`config.mk`:
```
export PLATFORM = sky130hd
export DESIGN_NAME = stopwatch_ones_digit
export DESIGN_NICKNAME = d
export VERILOG_FILES = /design/src/rtl/stopwatch_ones_digit.sv
export SDC_FILE = /design/constraint.sdc
export NUM_CORES = 1
export LEC_CHECK = 0
export CAP_MARGIN = 20
export CELL_PAD_IN_SITES_DETAIL_PLACEMENT = 0
export CELL_PAD_IN_SITES_GLOBAL_PLACEMENT = 2
export CORE_MARGIN = 8
export CORE_UTILIZATION = 31
export DETAILED_ROUTE_END_ITERATION = 8
export PLACE_DENSITY = 0.86
export SYNTH_ARGS = -nofsm -noshare
export SYNTH_HDL_FRONTEND = slang
export SYNTH_SLANG_ARGS = --single-unit
export TNS_END_PERCENT = 1
```
`constraint.sdc`:
```
create_clock -name clk -period 1.8 [get_ports clk]
set_input_delay 0.45 -clock clk [delete_from_list [all_inputs] [get_ports clk]]
set_output_delay 0.45 -clock clk [all_outputs]
set_load 0.02 [all_outputs]
```
`src/rtl/stopwatch_ones_digit.sv`:
```
// -----------------------------------------------------------------------------
// stopwatch_ones_digit
//   Least-significant stopwatch stage. A prescaler divides clk into a one-cycle
//   tick; a run-control FSM (IDLE / RUN / PAUSED) gates the prescaler; a
//   reversible BCD-style digit counts up or down on each tick. 'carry' is the
//   enable for the next (tens) stage and is valid in the tick cycle, so both
//   stages update on the same clk edge.
//
//   Optional feature: define AUTO_STOP_EN to add a DONE state that halts a
//   countdown when this digit and all higher digits reach zero.
//
// Parameters
//   DIV        clk cycles per tick (>= 2)
//   MAX_DIGIT  terminal digit value (1..15)
//
// Ports
//   clk        clock, all state on rising edge
//   reset      synchronous active-high reset, highest priority
//   start      level: IDLE/PAUSED -> RUN
//   stop       level: RUN -> PAUSED (wins over start)
//   clear      level: any state -> IDLE, digit and prescaler zeroed
//   reverse    0 = count up, 1 = count down
//   load       digit <= min(load_val, MAX_DIGIT), any state
//   load_val   preset value
//   upper_zero all higher digits are zero (AUTO_STOP_EN only)
//   digit      current ones value
//   tick       one-cycle tick (combinational)
//   carry      enable of next stage (combinational)
//   running    state == RUN
//   done       one-cycle registered pulse on countdown expiry
// -----------------------------------------------------------------------------
module stopwatch_ones_digit #(
  parameter int unsigned DIV       = 50_000_000,
  parameter int unsigned MAX_DIGIT = 9
) (
  input  logic       clk,
  input  logic       reset,
  input  logic       start,
  input  logic       stop,
  input  logic       clear,
  input  logic       reverse,
  input  logic       load,
  input  logic [3:0] load_val,
  input  logic       upper_zero,
  output logic [3:0] digit,
  output logic       tick,
  output logic       carry,
  output logic       running,
  output logic       done
);

  localparam int unsigned PW = (DIV > 1) ? $clog2(DIV) : 1;
  localparam logic [PW-1:0] PRESC_LAST = PW'(DIV - 1);
  localparam logic [3:0]    MAX_D      = 4'(MAX_DIGIT);

`ifdef AUTO_STOP_EN
  typedef enum logic [1:0] {S_IDLE, S_RUN, S_PAUSED, S_DONE} state_t;
`else
  typedef enum logic [1:0] {S_IDLE, S_RUN, S_PAUSED} state_t;
`endif

  state_t        state;
  logic [PW-1:0] presc;
  logic          at_terminal;
  logic          expire;
  logic [3:0]    load_clamped;
  logic [3:0]    digit_step;

  // Combinational outputs and next-digit helpers.
  // NOTE: every always_comb output is given a value on every path, so no latch
  // can be inferred.
  always_comb begin
    tick         = (state == S_RUN) && (presc == PRESC_LAST);
    running      = (state == S_RUN);
    at_terminal  = reverse ? (digit == 4'd0) : (digit == MAX_D);
`ifdef AUTO_STOP_EN
    expire       = tick && reverse && (digit == 4'd0) && upper_zero;
`else
    expire       = 1'b0;
`endif
    // On expiry the countdown stops at zero instead of wrapping, so no borrow.
    carry        = tick && at_terminal && !expire;
    load_clamped = (load_val > MAX_D) ? MAX_D : load_val;
    if (reverse)
      digit_step = (digit == 4'd0) ? MAX_D : digit - 4'd1;
    else
      digit_step = (digit == MAX_D) ? 4'd0 : digit + 4'd1;
  end

`ifndef AUTO_STOP_EN
  // upper_zero only matters for the auto-stop feature.
  logic unused_upper_zero;
  assign unused_upper_zero = upper_zero;
`endif

  // NOTE: sequential state uses non-blocking assignments only, so every
  // register sees the pre-edge values of the others.
  always_ff @(posedge clk) begin
    if (reset || clear) begin
      state <= S_IDLE;
      presc <= '0;
      digit <= 4'd0;
      done  <= 1'b0;
    end else begin
      done <= 1'b0;

      // Prescaler: free-runs in RUN, keeps the fraction while PAUSED.
      case (state)
        S_RUN:    presc <= tick ? '0 : presc + 1'b1;
        S_PAUSED: presc <= presc;
        default:  presc <= '0;
      endcase

      // Load beats a count in the same cycle.
      if (load)
        digit <= load_clamped;
      else if (tick && !expire)
        digit <= digit_step;

      // Run control: stop wins over start; expiry wins over both.
      case (state)
`ifdef AUTO_STOP_EN
        S_DONE: begin
          if (load) state <= S_IDLE;
        end
`endif
        S_RUN: begin
          if (expire && !load) begin
`ifdef AUTO_STOP_EN
            state <= S_DONE;
`endif
            done  <= 1'b1;
          end else if (stop) begin
            state <= S_PAUSED;
          end
        end
        default: begin
          if (!stop && start) state <= S_RUN;
        end
      endcase
    end
  end

endmodule
```
-- Yosys cells after proc, flatten, opt, wreduce, memory -nomap -nowiden
Index checks and enable logic that the tools add are counted.
- output and inout port bits: 8
- bits of input ports: 12
- flip-flop bits (word level): 32
- logic and storage cells: 33
- reduce and logical (&&, ||, !) cells: 9
- magnitude comparators: 1
- multiplexer cells: 12
- equality and inequality tests: 5
- add/subtract/negate cells: 3
- operators with widths (operator ; count):
    case mux 26 bit (2 select lines) ; 1
    adder 26 x 1 -> 26 bit (second input constant) ; 1
    == test 26 bit (second input constant) ; 1
    2-to-1 mux 26 bit ; 1
    2-to-1 mux 4 bit ; 6
    2-to-1 mux 2 bit ; 3
    adder 4 x 1 -> 4 bit (second input constant) ; 1
    == test 4 bit (second input constant) ; 1
    > comparator 4 bit (second input constant) ; 1
    zero test 4 bit ; 1
    nonzero test 2 bit ; 2
    subtractor 4 x 1 -> 4 bit (second input constant) ; 1
    logical AND 1 bit ; 3
    == test 2 x 1 -> 1 bit (second input constant) ; 1
    == test 2 bit (second input constant) ; 1
    != test 2 bit (second input constant) ; 1
    AND reduction 2 bit ; 1
    zero test 1 bit ; 1
    logical OR 1 bit ; 1
    2-to-1 mux 1 bit ; 1

-- Depth between registers and ports, before layout
- depth after elaboration: 5
- gate-level depth with buffers: 9
- gate-level depth less buffers: 6

-- Worst setup path after synthesis
Ideal clock, no wire load.
- path type: register -> output
- start point: reg state[0]
- end point: out carry
- arrival: 1.724 ns
- data required time: 1.350 ns
- stages on the path, launching flop included: 5
- buffers on the path: 0
- slack: -0.374 ns
- cell sequence: dfxtp_1 nor2b_1 nand3_1 nor3_4 and3_1
- cells in the longest elaborated chain, start to end: 3
- RTL lines (item ; line ; source):
    start, declared ; 62 ; state_t state;
    start signal, assigned ; 100 ; state <= S_IDLE;
    start signal, assigned ; 134 ; state <= S_PAUSED;
    start signal, assigned ; 138 ; if (!stop && start) state <= S_RUN;
    == test 2 x 1 -> 1 bit ; -- ;
    net running ; 48 ; output logic running,
    logical AND 1 bit ; 73 ; tick = (state == S_RUN) && (presc == PRESC_LAST);
    net tick ; 46 ; output logic tick,
    logical AND 1 bit ; 82 ; carry = tick && at_terminal && !expire;
    end, declared ; 47 ; output logic carry,
The timed path passes the listed nets, and every way through them passes these cells.

-- Worst setup path after layout
- start point: reg presc[11]
- end point: out carry
- cells in the longest elaborated chain, start to end: 3
- RTL lines (item ; line ; source):
    start, declared ; 63 ; logic [PW-1:0] presc;
    start signal, assigned ; 109 ; S_RUN: presc <= tick ? '0 : presc + 1'b1;
    start signal, assigned ; 110 ; S_PAUSED: presc <= presc;
    == test 26 bit ; 73 ;
    logical AND 1 bit ; 73 ;
    logical AND 1 bit ; 82 ;
No other way between the ends.

==> flow_metrics.env <==
export IMPL_fp_row_count=29
export IMPL_yosys_top_cells_area="dfxtp_1 32%, a31oi_1 6.2%, nand3_1 4.7%"
export IMPL_violations="negative setup slack"
export IMPL_place_gp_congestion=0.817
export IMPL_max_cap_viol_count=0
export IMPL_ys_seq_area_share_pct=31.8
export IMPL_netlist_top_cells_count="32 x dfxtp_1, 24 x nand2_1, 20 x a31oi_1"
export IMPL_hp_class="flop to flop"
export IMPL_setup_viol=5
export IMPL_synth_area_um2=2010
export IMPL_yosysTopAreaCell="dfxtp_1"
export IMPL_fmax_mhz=484
export IMPL_avgViaCountPerCell=5.27
export IMPL_antennaDiodeCount=0
export IMPL_first_pass_iters=4
export IMPL_avgRoutedWirePerCell_um=15.3
export IMPL_synth_most_common_cell="dfxtp_1"
export IMPL_p_per_area_nw_per_um2=480
export IMPL_critPathLaunch="presc[11]"
export IMPL_core_area_um2=6310
export IMPL_grt_first_pass_wirelength_um=9750
export IMPL_drt_initial_drc_count=94
export IMPL_yosys_most_used_dff="dfxtp_1"
export IMPL_ctsRootBufferMaster="clkbuf_8"
export IMPL_start_util_pct=31.9
export IMPL_grt_pass1_vias=2021
export IMPL_cp_required_ns=1.35
export IMPL_synthesis_nets=261
export IMPL_cts_max_path_buffers=2
export IMPL_hold_slack_ns=0.542
export IMPL_place_inst=384
export IMPL_syn_area_per_cell_um2=8.16
export IMPL_endpoint_kind="output port"
export IMPL_numCtsBuffers=5
export IMPL_status="finished with violations"
export IMPL_clk_latency_ns=0.29
export IMPL_cp_arrival_ns=1.61
export IMPL_synth_edf_count=0
export IMPL_design_area_um2=2860
export IMPL_die_width_um=96.6
export IMPL_dpl_cell_area_um2=2660
export IMPL_synth_top_area_share_pct=31.8
export IMPL_fin_setup_tns_ns=-0.772
export IMPL_fin_crit_ns=2.06
export IMPL_htreeDepth=2
export IMPL_cts_clk_slew_worst_paths_ns=0.07
export IMPL_grt_max_degree=27
export IMPL_layoutNonFillerInstCount=393
export IMPL_yosysWarnings=0
export IMPL_finalCritPeriodShare_pct=115
export IMPL_num_vias=2072
export IMPL_synth_cells=247
export IMPL_final_setup_worst_slack_ns=-0.264
export IMPL_io_buffers=17
export IMPL_dieArea_um2=9330
export IMPL_rsz0062_at_grt="yes"
export IMPL_worst_path_max_fanout=2
export IMPL_dp_hpwl_um=4330
export IMPL_post_route_util_pct=45.2
export IMPL_crit_reg2reg_launch="presc[10]"
export IMPL_final_antenna_net_count=0
export IMPL_ir_drop_mv=0.244
export IMPL_die_h_um=96.6
export IMPL_async_reset_ff_share_pct=0
export IMPL_pin_count=20
export IMPL_finalHoldViolations=0
export IMPL_min_delay_start="presc[5]"
export IMPL_criticalPathCategory="flop to output port"
export IMPL_ys_types=61
export IMPL_ys_ff_latch=32
export IMPL_tritoncts="done"
export IMPL_clock_sinks=32
export IMPL_p_leak_nw=1.14
export IMPL_drive_above_1_share_pct=33.5
export IMPL_cp_start_kind="flop"
export IMPL_finalWirelength_um=5990
export IMPL_maxSlewViolCount=0
export IMPL_grtUsageTotal_pct=12.2
export IMPL_gr_total_overflow=0
export IMPL_syn2layout_area_growth_pct=41.8
export IMPL_finClkSkew_ns=0.00576
export IMPL_nets=330
export IMPL_drcViolationCount=0
export IMPL_antenna_found_initial=0
export IMPL_holdBufCountCts=0
-- layout by cell type, fill, tap and decap left out, types with 6 or more instances in the layout --
| cell type | synthesis | final |
|---|---|---|
| nand2b_1 | 6 | 6 |
| nand2_1 | 24 | 23 |
| nand4_1 | 11 | 11 |
| o21ai_0 | 8 | 8 |
| a21oi_1 | 11 | 10 |
| a31oi_1 | 20 | 18 |
| dlygate4sd2_1 | 0 | 6 |
| inv_1 | 7 | 7 |
| clkdlybuf4s50_1 | 0 | 7 |
| nor2_1 | 17 | 17 |
| dfxtp_1 | 32 | 25 |
| buf_4 | 3 | 54 |
| nand3_1 | 19 | 17 |
-- path summary, 6_finish.rpt --
check	to	slack, ns	cells after the start
setup / recovery	carry	-0.26	5
setup reg to reg	presc[13]	-0.16	7
hold reg to reg	presc[5]	0.54	2
hold / removal	presc[5]	0.54	2
-- sequential cells by signal, summed over array words and instances, names as in the netlist --
signal,cells
state,2
presc,26
digit,4
-- power by group --
part | internal [mW] | switching (mW)
Combinational | 0.0610 | 0.0578
Sequential | 0.709 | 0.00445
Clock | 0.263 | 0.275
-- routing by layer --
metal	track usage, %	vias up	wire, um
met4	3.79	0	78
met1	15.2	965	2770
li1	-	1068	-
met3	2.28	9	189
met5	0	-	0
met2	20.6	30	2960
-- worst max-delay path, stage by stage (launching register included) --
cell,delay [ns]
dfxtp_1,0.31
and4bb_2,0.34
nand4_4,0.11
nor3_4,0.25
and3_4,0.21
buf_6,0.11
-- logic make-up (layout without fill, tap and decap cells) --
group | count (synthesis) | after routing | share of synthesized area (%)
simple gates | 123 | 123 | 37.0
compound gates | 61 | 61 | 20.0
flops | 32 | 32 | 31.8
buf+inv | 20 | 89 | 6.21
xor+xnor | 6 | 6 | 2.61
fa+ha+maj | 2 | 2 | 1.24
mux | 2 | 2 | 0.994
other cells | 1 | 1 | 0.186
-- repair_timing --
action                                  in CTS  in global routing
resized for setup                           29                 15
endpoints found under the setup margin      30                 22
pin swaps                                    6                  2
setup buffers                                2                  0
-- final cells by class --
type	count	area (um2)
Clock inverter	1	5.00
Timing Repair Buffer	75	629
Clock buffer	6	72.6
Inverter	7	26.3
Sequential cell	32	654
Fill cell	668	3460
Tap cell	77	96.3
Multi-Input combinational cell	195	1370
-- metrics by stage --
stage	setup slack (ns)	power, mW
3_3_place_gp	-0.608	0.847
3_5_place_dp	-0.642	0.848
5_1_grt	-0.327	1.42
4_1_cts	-0.277	1.39
6_report	-0.264	1.37
2_1_floorplan	-0.147	0.785
No activity file was read; power rests on OpenSTA's default activity.
